===== config.mk =====
export PLATFORM = sky130hd
export DESIGN_NAME = vga_timing_gen_flat
export DESIGN_NICKNAME = d
export VERILOG_FILES = /design/src/rtl/vga_timing_gen_pkg.sv /design/src/rtl/vga_timing_gen_if.sv /design/src/rtl/vga_timing_gen_axis_counter.sv /design/src/rtl/vga_timing_gen.sv /design/src/flat_wrapper.sv
export SDC_FILE = /design/constraint.sdc
export NUM_CORES = 1
export LEC_CHECK = 0
export ABC_AREA = 1
export BUFFER_PORTS_ARGS = -buffer_cell sky130_fd_sc_hd__buf_4
export CORE_ASPECT_RATIO = 1.5
export CORE_UTILIZATION = 55
export CTS_BUF_LIST = sky130_fd_sc_hd__clkbuf_8
export CTS_CLUSTER_SIZE = 8
export DETAILED_ROUTE_END_ITERATION = 16
export GPL_ROUTABILITY_DRIVEN = 0
export GPL_TIMING_DRIVEN = 0
export PLACE_DENSITY = 0.8
export SKIP_LAST_GASP = 1
export SYNTH_ARGS = -nofsm -noshare
export SYNTH_HDL_FRONTEND = slang
export SYNTH_SLANG_ARGS = --single-unit

===== constraint.sdc =====
create_clock -name clk -period 1.65 [get_ports clk]
set_input_delay 0.0825 -clock clk [delete_from_list [all_inputs] [get_ports clk]]
set_output_delay 0.0825 -clock clk [all_outputs]
set_load 0.02 [all_outputs]

===== src/rtl/vga_timing_gen_pkg.sv =====
// vga_pkg: shared types, default 640x480@60 timing and axis helpers
// for the vga_timing_gen raster timing generator.
package vga_pkg;

   localparam int DEF_CW        = 10;

   localparam int DEF_H_ACTIVE  = 640;
   localparam int DEF_H_FP      = 16;
   localparam int DEF_H_SYNC    = 96;
   localparam int DEF_H_BP      = 48;

   localparam int DEF_V_ACTIVE  = 480;
   localparam int DEF_V_FP      = 10;
   localparam int DEF_V_SYNC    = 2;
   localparam int DEF_V_BP      = 33;

   localparam bit DEF_HSYNC_POL = 1'b0;
   localparam bit DEF_VSYNC_POL = 1'b0;
   localparam int DEF_CLK_DIV   = 1;

   typedef logic [DEF_CW-1:0] coord_t;

   function automatic int axis_total(
      input int active,
      input int fp,
      input int sync,
      input int bp
   );
      return active + fp + sync + bp;
   endfunction

   function automatic int sync_start(
      input int active,
      input int fp
   );
      return active + fp;
   endfunction

   function automatic int sync_end(
      input int active,
      input int fp,
      input int sync
   );
      return active + fp + sync;
   endfunction

   function automatic int div_width(input int div);
      return (div > 1) ? $clog2(div) : 1;
   endfunction

   localparam int DEF_H_TOTAL =
      axis_total(DEF_H_ACTIVE, DEF_H_FP, DEF_H_SYNC, DEF_H_BP);
   localparam int DEF_V_TOTAL =
      axis_total(DEF_V_ACTIVE, DEF_V_FP, DEF_V_SYNC, DEF_V_BP);

endpackage


===== src/rtl/vga_timing_gen_if.sv =====
// vga_timing_gen_if: run control and raster outputs of vga_timing_gen.
// With VGA_LINE_MATCH_EN it also carries match_line / line_match.
interface vga_timing_gen_if
   import vga_pkg::*;
#(
   parameter int CW = DEF_CW
);
   logic          run;
   logic          hsync;
   logic          vsync;
   logic          sync_b;
   logic          blank_b;
   logic [CW-1:0] vgaX;
   logic [CW-1:0] vgaY;
   logic          pix_en;
   logic          line_start;
   logic          frame_start;
`ifdef VGA_LINE_MATCH_EN
   logic [CW-1:0] match_line;
   logic          line_match;

   modport master (
      input  run, match_line,
      output hsync, vsync, sync_b, blank_b,
      output vgaX, vgaY, pix_en,
      output line_start, frame_start, line_match
   );

   modport slave (
      output run, match_line,
      input  hsync, vsync, sync_b, blank_b,
      input  vgaX, vgaY, pix_en,
      input  line_start, frame_start, line_match
   );
`else
   modport master (
      input  run,
      output hsync, vsync, sync_b, blank_b,
      output vgaX, vgaY, pix_en,
      output line_start, frame_start
   );

   modport slave (
      output run,
      input  hsync, vsync, sync_b, blank_b,
      input  vgaX, vgaY, pix_en,
      input  line_start, frame_start
   );
`endif
endinterface


===== src/rtl/vga_timing_gen_axis_counter.sv =====
// vga_axis_counter: one raster axis (position, sync window, active area).
// Used once for pixels within a line and once for lines within a frame.
module vga_axis_counter
   import vga_pkg::*;
#(
   parameter int ACTIVE = DEF_H_ACTIVE,
   parameter int FP     = DEF_H_FP,
   parameter int SYNC   = DEF_H_SYNC,
   parameter int BP     = DEF_H_BP,
   parameter bit POL    = 1'b0,
   parameter int CW     = DEF_CW
) (
   input  logic          clk,
   input  logic          reset,
   input  logic          clr,
   input  logic          adv,
   output logic [CW-1:0] count,
   output logic          sync,
   output logic          active,
   output logic          wrap
);

   localparam int TOTAL = axis_total(ACTIVE, FP, SYNC, BP);

   localparam logic [CW:0] LAST = (CW+1)'(TOTAL - 1);
   localparam logic [CW:0] S_LO = (CW+1)'(sync_start(ACTIVE, FP));
   localparam logic [CW:0] S_HI = (CW+1)'(sync_end(ACTIVE, FP, SYNC));
   localparam logic [CW:0] ACT  = (CW+1)'(ACTIVE);

   logic [CW-1:0] count_d;
   logic [CW-1:0] count_q;
   logic [CW:0]   count_x;
   logic          sync_d;
   logic          sync_q;

   assign wrap = adv & ({1'b0, count_q} == LAST);

   // next position: idle clears, otherwise step and wrap on adv
   always_comb begin
      count_d = count_q;
      if (clr) begin
         count_d = '0;
      end else if (wrap) begin
         count_d = '0;
      end else if (adv) begin
         count_d = count_q + 1'b1;
      end
   end

   // sync decoded from the next position so it lines up with count
   always_comb begin
      count_x = {1'b0, count_d};
      sync_d  = ~POL;
      if ((count_x >= S_LO) && (count_x < S_HI)) begin
         sync_d = POL;
      end
   end

   // position and sync registers
   always_ff @(posedge clk) begin
      if (!reset) begin
         count_q <= '0;
         sync_q  <= ~POL;
      end else begin
         count_q <= count_d;
         sync_q  <= sync_d;
      end
   end

   assign count  = count_q;
   assign sync   = sync_q;
   assign active = ({1'b0, count_q} < ACT);

endmodule


===== src/rtl/vga_timing_gen.sv =====
// vga_timing_gen: parametrised VGA raster timing with pixel-enable divider.
// Optional macro VGA_LINE_MATCH_EN adds the match_line/line_match compare.
module vga_timing_gen
   import vga_pkg::*;
#(
   parameter int H_ACTIVE  = DEF_H_ACTIVE,
   parameter int H_FP      = DEF_H_FP,
   parameter int H_SYNC    = DEF_H_SYNC,
   parameter int H_BP      = DEF_H_BP,
   parameter int V_ACTIVE  = DEF_V_ACTIVE,
   parameter int V_FP      = DEF_V_FP,
   parameter int V_SYNC    = DEF_V_SYNC,
   parameter int V_BP      = DEF_V_BP,
   parameter bit HSYNC_POL = DEF_HSYNC_POL,
   parameter bit VSYNC_POL = DEF_VSYNC_POL,
   parameter int CLK_DIV   = DEF_CLK_DIV,
   parameter int CW        = DEF_CW
) (
   input  logic             clk,
   input  logic             reset,
   vga_timing_gen_if.master vga
);

   localparam int DW = div_width(CLK_DIV);
   localparam logic [DW-1:0] DIV_LAST = DW'(CLK_DIV - 1);

   logic          go;
   logic [DW-1:0] div_d;
   logic [DW-1:0] div_q;
   logic          pix_en;
   logic          h_wrap;
   logic          unused_v_wrap;
   logic          h_sync;
   logic          v_sync;
   logic          h_active;
   logic          v_active;
   logic          line_start;
   logic [CW-1:0] x;
   logic [CW-1:0] y;

   // a held reset behaves as idle so strobes stay low meanwhile
   assign go     = vga.run & reset;
   assign pix_en = go & (div_q == DIV_LAST);

   // divider phase, restarted from zero whenever scanning stops
   always_comb begin
      div_d = div_q;
      if (!go) begin
         div_d = '0;
      end else if (div_q == DIV_LAST) begin
         div_d = '0;
      end else begin
         div_d = div_q + 1'b1;
      end
   end

   // divider register
   always_ff @(posedge clk) begin
      if (!reset) begin
         div_q <= '0;
      end else begin
         div_q <= div_d;
      end
   end

   vga_axis_counter #(
      .ACTIVE (H_ACTIVE),
      .FP     (H_FP),
      .SYNC   (H_SYNC),
      .BP     (H_BP),
      .POL    (HSYNC_POL),
      .CW     (CW)
   ) u_h (
      .clk    (clk),
      .reset  (reset),
      .clr    (~go),
      .adv    (pix_en),
      .count  (x),
      .sync   (h_sync),
      .active (h_active),
      .wrap   (h_wrap)
   );

   vga_axis_counter #(
      .ACTIVE (V_ACTIVE),
      .FP     (V_FP),
      .SYNC   (V_SYNC),
      .BP     (V_BP),
      .POL    (VSYNC_POL),
      .CW     (CW)
   ) u_v (
      .clk    (clk),
      .reset  (reset),
      .clr    (~go),
      .adv    (h_wrap),
      .count  (y),
      .sync   (v_sync),
      .active (v_active),
      .wrap   (unused_v_wrap)
   );

   assign line_start = pix_en & (x == '0);

   assign vga.vgaX        = x;
   assign vga.vgaY        = y;
   assign vga.hsync       = h_sync;
   assign vga.vsync       = v_sync;
   assign vga.sync_b      = ~((h_sync == HSYNC_POL) |
                              (v_sync == VSYNC_POL));
   assign vga.blank_b     = go & h_active & v_active;
   assign vga.pix_en      = pix_en;
   assign vga.line_start  = line_start;
   assign vga.frame_start = line_start & (y == '0);

`ifdef VGA_LINE_MATCH_EN
   assign vga.line_match  = line_start & (y == vga.match_line);
`endif

endmodule


===== src/flat_wrapper.sv =====
// flat-port wrapper written by rule: the top's interface ports become plain ports
module vga_timing_gen_flat import vga_pkg::*;
#(
   parameter int H_ACTIVE  = DEF_H_ACTIVE,
   parameter int H_FP      = DEF_H_FP,
   parameter int H_SYNC    = DEF_H_SYNC,
   parameter int H_BP      = DEF_H_BP,
   parameter int V_ACTIVE  = DEF_V_ACTIVE,
   parameter int V_FP      = DEF_V_FP,
   parameter int V_SYNC    = DEF_V_SYNC,
   parameter int V_BP      = DEF_V_BP,
   parameter bit HSYNC_POL = DEF_HSYNC_POL,
   parameter bit VSYNC_POL = DEF_VSYNC_POL,
   parameter int CLK_DIV   = DEF_CLK_DIV,
   parameter int CW        = DEF_CW
)
  (clk, reset, vga_run, vga_hsync, vga_vsync, vga_sync_b, vga_blank_b, vga_vgaX, vga_vgaY, vga_pix_en, vga_line_start, vga_frame_start);
  vga_timing_gen_if #(.CW(CW)) vga_i ();
  input  logic clk;
  input  logic reset;
  input wire logic [$bits(vga_i.run)-1:0] vga_run;
  output wire logic [$bits(vga_i.hsync)-1:0] vga_hsync;
  output wire logic [$bits(vga_i.vsync)-1:0] vga_vsync;
  output wire logic [$bits(vga_i.sync_b)-1:0] vga_sync_b;
  output wire logic [$bits(vga_i.blank_b)-1:0] vga_blank_b;
  output wire logic [$bits(vga_i.vgaX)-1:0] vga_vgaX;
  output wire logic [$bits(vga_i.vgaY)-1:0] vga_vgaY;
  output wire logic [$bits(vga_i.pix_en)-1:0] vga_pix_en;
  output wire logic [$bits(vga_i.line_start)-1:0] vga_line_start;
  output wire logic [$bits(vga_i.frame_start)-1:0] vga_frame_start;
  assign vga_i.run = vga_run;
  assign vga_hsync = vga_i.hsync;
  assign vga_vsync = vga_i.vsync;
  assign vga_sync_b = vga_i.sync_b;
  assign vga_blank_b = vga_i.blank_b;
  assign vga_vgaX = vga_i.vgaX;
  assign vga_vgaY = vga_i.vgaY;
  assign vga_pix_en = vga_i.pix_en;
  assign vga_line_start = vga_i.line_start;
  assign vga_frame_start = vga_i.frame_start;
  vga_timing_gen #(.H_ACTIVE(H_ACTIVE), .H_FP(H_FP), .H_SYNC(H_SYNC), .H_BP(H_BP), .V_ACTIVE(V_ACTIVE), .V_FP(V_FP), .V_SYNC(V_SYNC), .V_BP(V_BP), .HSYNC_POL(HSYNC_POL), .VSYNC_POL(VSYNC_POL), .CLK_DIV(CLK_DIV), .CW(CW)) u_core (.clk(clk), .reset(reset), .vga(vga_i));
endmodule

After elaboration in Yosys (flattened, before gate mapping) --
Cells that the tools add are included.
Operators by class: equality and inequality tests 2, reduce and logical (&&, ||, !) cells 5, bitwise gates (word level) 13, add/sub/neg operators 3, order comparisons 6, muxes and demuxes 8
Operator list (count):
- two-way mux 10 bit | 6
- adder 10 x 1 -> 10 bit, second input constant | 2
- == test 10 bit, second input constant | 2
- logical NOT 10 bit | 2
- less-than comparator 10 bit, second input constant | 2
- less-than comparator 10 x 9 -> 1 bit, second input constant | 2
- greater-or-equal comparator 10 bit, second input constant | 1
- greater-or-equal comparator 10 x 9 -> 1 bit, second input constant | 1
- AND 1 bit | 8
- inverter 1 bit | 4
- AND reduction 3 bit | 1
- logical AND 1 bit | 2
- two-way mux 1 bit | 2
- adder 1 bit, second input constant | 1
- OR 1 bit | 1
Word-level totals: logic and storage cells 42, output and inout bits 27, flip-flop bits (word level) 23

Logic depth before layout (Yosys ltp) --
depth in word-level cells 9, depth in mapped cells 12, mapped depth without buffers 12

Modules after synthesis --
A second synthesis with hierarchy kept.
Unflattened totals: cell total of the unflattened synthesis 237, area total of the unflattened synthesis 1446.4 um^2
Modules (own cells, without submodules):
- vga_axis_counter (u_core.u_h) | instances 1, cells each 104, area an instance 663.1 um^2, sequential area each 220.2 um^2
- vga_axis_counter (u_core.u_v) | instances 1, cells each 102, area an instance 641.9 um^2, sequential area each 220.2 um^2
- vga_timing_gen | instances 1, cells each 31, area an instance 141.4 um^2, sequential area each 20.0 um^2

Least setup slack after synthesis --
OpenSTA, ideal clock, no wires.
path kind register -> output, from register u_core.u_h.count_q[0] (netlist: u_core.u_h.count[0]), to output port vga_frame_start, setup slack -0.050 ns, buffers on the path 0, cell stages (with the launch flop) 6, data arrival time 1.618 ns, path through dfxtp_1 > inv_1 > ha_1 > nand4_1 > nor3_1 > and3_1
Between the ends: word-level cells in the longest chain between the ends 3
Ends and longest elaborated chain:
- start, declared | line vga_timing_gen_axis_counter.sv:31 | logic [CW-1:0] count_q;
- start signal, assigned | line vga_timing_gen_axis_counter.sv:65 | count_q <= count_d;
- logical NOT 10 bit | line vga_timing_gen.sv:102 | assign line_start = pix_en & (x == '0);
- AND 1 bit | line vga_timing_gen.sv:102
- via vga_line_start | line flat_wrapper.sv:29 | output wire logic [$bits(vga_i.line_start)-1:0] vga_line_start;
- AND 1 bit | line vga_timing_gen.sv:113 | assign vga.frame_start = line_start & (y == '0);
- end, declared | line flat_wrapper.sv:30 | output wire logic [$bits(vga_i.frame_start)-1:0] vga_frame_start;
The timed path passes the listed nets, and every way through them passes these cells.

Final worst setup path --
from register u_core.u_h.count_q[1] (netlist: u_core.u_h.count[1]), to register u_core.u_v.sync_q (netlist: u_core.u_v.sync)
Between the ends: word-level cells in the longest chain between the ends 8, elaborated cells on any way between the ends 10, those cells by class order compare: 2; eq/ne: 1; mux: 4; bitwise: 2; reduce/logical: 1
Ends and longest elaborated chain:
- == test 10 bit * | line vga_timing_gen_axis_counter.sv:36 | assign wrap = adv & ({1'b0, count_q} == LAST);
- AND 1 bit * | line vga_timing_gen_axis_counter.sv:36
- two-way mux 10 bit or AND 1 bit (tied branches) | line vga_timing_gen_axis_counter.sv:45, vga_timing_gen_axis_counter.sv:36
- two-way mux 10 bit * | line vga_timing_gen_axis_counter.sv:43 | end else if (wrap) begin
- two-way mux 10 bit * | line vga_timing_gen_axis_counter.sv:41 | if (clr) begin
- greater-or-equal comparator 10 x 9 -> 1 bit or less-than comparator 10 x 9 -> 1 bit (tied branches) | line vga_timing_gen_axis_counter.sv:54 | if ((count_x >= S_LO) && (count_x < S_HI)) begin
- logical AND 1 bit * | line vga_timing_gen_axis_counter.sv:54
- two-way mux 1 bit * | line vga_timing_gen_axis_counter.sv:54
- end signal, assigned | line vga_timing_gen_axis_counter.sv:63 | sync_q <= ~POL;
- end signal, assigned | line vga_timing_gen_axis_counter.sv:66 | sync_q <= sync_d;
- end, declared | line vga_timing_gen_axis_counter.sv:34 | logic sync_q;
Mark *: on every way between the ends. The rest lies on a longest branch, timed or not. A chain may end at the register's enable or synchronous reset.

==> metrics.csv <==
stage,metric,value,unit
worst_setup_path,CP Launch Type,flop,
synth,Synth Area in Compound Gates,4.34,%
sta,Hold Fails Final Rpt,0,
detailed_routing,DRC viols,0,
sta,Setup Skew,0.00611,ns
cts,Clock transition at path regs,0.08,ns
sta,Final Setup Violations,0,
cells_and_area,"commonest non-fill, non-tap cell in the layout",nand2_1,
sta,RSZ-0062 raised after global routing,yes,
sta,setup ws final,0.0396,ns
pwr,Int Pwr,0.747,mW
pwr,NetSw,0.226,mW
worst_setup_path,slowest cell on the critical path,dfxtp_4,
detailed_routing,DR iter-0 viols,39,
die,core area,0.00250,mm2
pwr,Leak Pwr,0.963,nW
detailed_routing,via count,1511,
sta,max-slew violation total from the final report,0,
cells_and_area,Finished Core Util,76.4,%
die,Die Ht,65.9,um
detailed_routing,Via density,4.94,
cells_and_area,fin area,0.00191,mm2
worst_hold_path,Hold WC Path Type,in -> reg,
synth,Yosys reg bits,23,
cells_and_area,final layout net count,278,
sta,min Tclk post-route,1.61,ns
die,I/O Pins,30,
detailed_routing,Routed WL,3530,um
placement,Post-Place Worst Slack,-0.133,ns
synth,largest family of logic cells by synthesized area,simple AND/OR/NAND/NOR gates,
worst_setup_path,WP data required,1.80,ns
placement,DP Area,0.00177,mm2
run,Max Cap Viol,0,
cts,root cell of the clock tree,clkbuf_8,
cts,H-Tree Depth,1,
worst_setup_path,CP most frequent cell,nand2_1,
grt,gr ovfl total,0,
synth,adder-cell area share of the yosys netlist,3.34,%
cells_and_area,layout cells sized above 1,31.5,%
cts,Num CTS Buffers,3,
pwr,Clk pwr share,35.6,%
run_status,status,"finished, final reports clean",
cts,Post-CTS Hold Fix Bufs,0,
cells_and_area,n_diodes,0,
synth,mux contribution to synthesized area,0,%
grt,first-pass GRT wire length,5730,um
synth,simple-gate share of the synthesized area,46.8,%
cells_and_area,most frequent cells in the layout,"64 x nand2_1, 36 x inv_1, 33 x buf_4, 20 x nor2_1, 19 x nand3_1",
placement,I/O Buffers,29,
pwr,Switching Share,23.2,%
grt,Total GRT Usage,26.8,%
detailed_routing,Antenna Nets Post-Route,0,
cts,clock sink count,23,
cts,clock insertion delay at the later pin of the skew report,0.27,ns
worst_setup_path,critical-path cell list,ha_4 > inv_2 > nor2_4 > nand4_1 > nand2_1 > and2_4 > nand2_1 > nor2_2 > nand3_1,
grt,gr busiest metal,met2,
synth,synthesized area,0.00150,mm2
worst_setup_path,Critical Path Fanout Max,4,
cells_and_area,synth-to-layout area growth,27.6,%
worst_setup_path,CP arrival,1.76,ns
placement,post-DP HPWL,2640,um
pwr,Flop pwr share,57.6,%
pwr,combinational share of power,6.8,%
die,die span in x,44.6,um
grt,grt met3 use,2.73,%
synth,Netlist cell types,30,
synth,YS warnings,0,
die,Rows,22,
grt,met2 GRT Util,47.4,%
synth,syn avg cell area,6.49,um2
grt,vias in the first global route,1373,
synth,Synth Net Count,238,
pwr,Pwr Density,509,mW/mm2
synth,cell count after synthesis,231,
cts,CTS max path bufs,2,
worst_setup_path,Crit. End Element,flop,
grt,GR Layer Usage met1,29.0,%
synth,Synth Area in XOR/XNOR,3.42,%
synth,sequential fraction of the synthesis area,30.7,%
grt,largest net degree at the start of global routing,14,
cts,CTS tree,yes,
pwr,total power draw,0.973,mW
worst_setup_path,critical path type,reg -> reg,
worst_setup_path,max incr delay on CP,0.38,ns
detailed_routing,drt pass-1 iters,4,
die,initial core utilization,59.8,%
sta,hold slack,0.145,ns
die,die area,0.00294,mm2
sta,crit share post-route,97.6,%
sta,Max Freq,621,MHz
pwr,Max rail drop VDD,0.000635,V
detailed_routing,WL/cell,11.5,um
grt,initial antenna violation count,0,
==> power groups by stage <==
| stage | Sequential [mW] | Combinational, mW | Clock [mW] |
|---|---|---|---|
| global placement | 0.576 | 0.0608 | 0 |
| global route | 0.561 | 0.0714 | 0.389 |
| detailed placement | 0.576 | 0.0610 | 0 |
| floorplan | 0.578 | 0.0348 | 0 |
| CTS | 0.561 | 0.0649 | 0.359 |
| finish | 0.560 | 0.0662 | 0.346 |
==> cells by family (layout without fill, tap and decap cells) <==
group,after synthesis,in the layout
other,1,1
flip-flops,23,23
AND/OR/NAND/NOR,141,141
buffers and inverters,44,83
AO/OA/AOI/OAI,13,13
adder cells (fa/ha/maj),4,4
XOR/XNOR,5,5
==> synthesized netlist by cell type, drive strengths merged <==
cell	instances	area [um2]
nand3b	1	7.51
nand2	72	295
nor2	32	174
buf	1	5.00
inv	43	161
ha	4	50.1
xor2	4	42.6
nand3	21	115
or2	1	6.26
conb	1	3.75
and2	1	8.76
and3	1	6.26
a21oi	5	25.0
nor3	3	26.3
xnor2	1	8.76
dfxtp	23	460
nand4	8	56.3
o21ai	8	40.0
nor4	1	6.26
==> final timing paths <==
path         cells past startpoint             endpoint  slack [ns]                start
max                              9      u_core.u_v.sync        0.04  u_core.u_h.count[1]
min                              4      u_core.u_h.sync        0.14                reset
min reg2reg                      1  u_core.u_v.count[0]        0.52  u_core.u_v.count[0]
max reg2reg                      9      u_core.u_v.sync        0.04  u_core.u_h.count[1]
==> area by class of cell <==
cell class	instances	area [um2]
multi-input cells	164	908
fillers	193	592
flip-flops and latches	23	477
repair buffers	35	270
inverters	43	161
well taps	36	45.0
clock buffers	3	41.3
clock inverters	1	5.00
plain buffers	1	5.00
==> sequential cells by signal, summed over array words and instances (netlist names) <==
| signal | flops |
|---|---|
| u_core.u_h.count | 10 |
| u_core.u_v.count | 10 |
| u_core.div_q | 1 |
| u_core.u_v.sync | 1 |
| u_core.u_h.sync | 1 |
==> timing repair <==
| item | CTS | global route |
|---|---|---|
| cloned | 0 | 0 |
| buffers inserted | 4 | 2 |
| gates resized for setup | 4 | 20 |
| pin swaps | 3 | 11 |
| endpoints found under the setup margin | 3 | 5 |
| endpoints found under the hold margin | 0 | 0 |
==> metal layers <==
metal / wire length [um] / up-vias
met1: 1420 / 668
met3: 109 / 9
met5: 0 / -
met4: 127 / 0
met2: 1870 / 41
li1: - / 793
==> through the flow <==
step	TNS (ns)	cells
2_1_floorplan	0	231
3_3_place_gp	-0.127	296
3_5_place_dp	-0.133	296
4_1_cts	0	304
5_1_grt	-0.120	306
6_report	0	306
==> critical path: cells and delay by family, from the launching register on <==
| family | cells | cell delay [ns] |
|---|---|---|
| and+or+nand+nor | 7 | 0.91 |
| adders and majority gates | 1 | 0.14 |
| buffers and inverters | 1 | 0.04 |
| DFF | 1 | 0.38 |
Note: power is estimated with default switching activity, not from simulation.
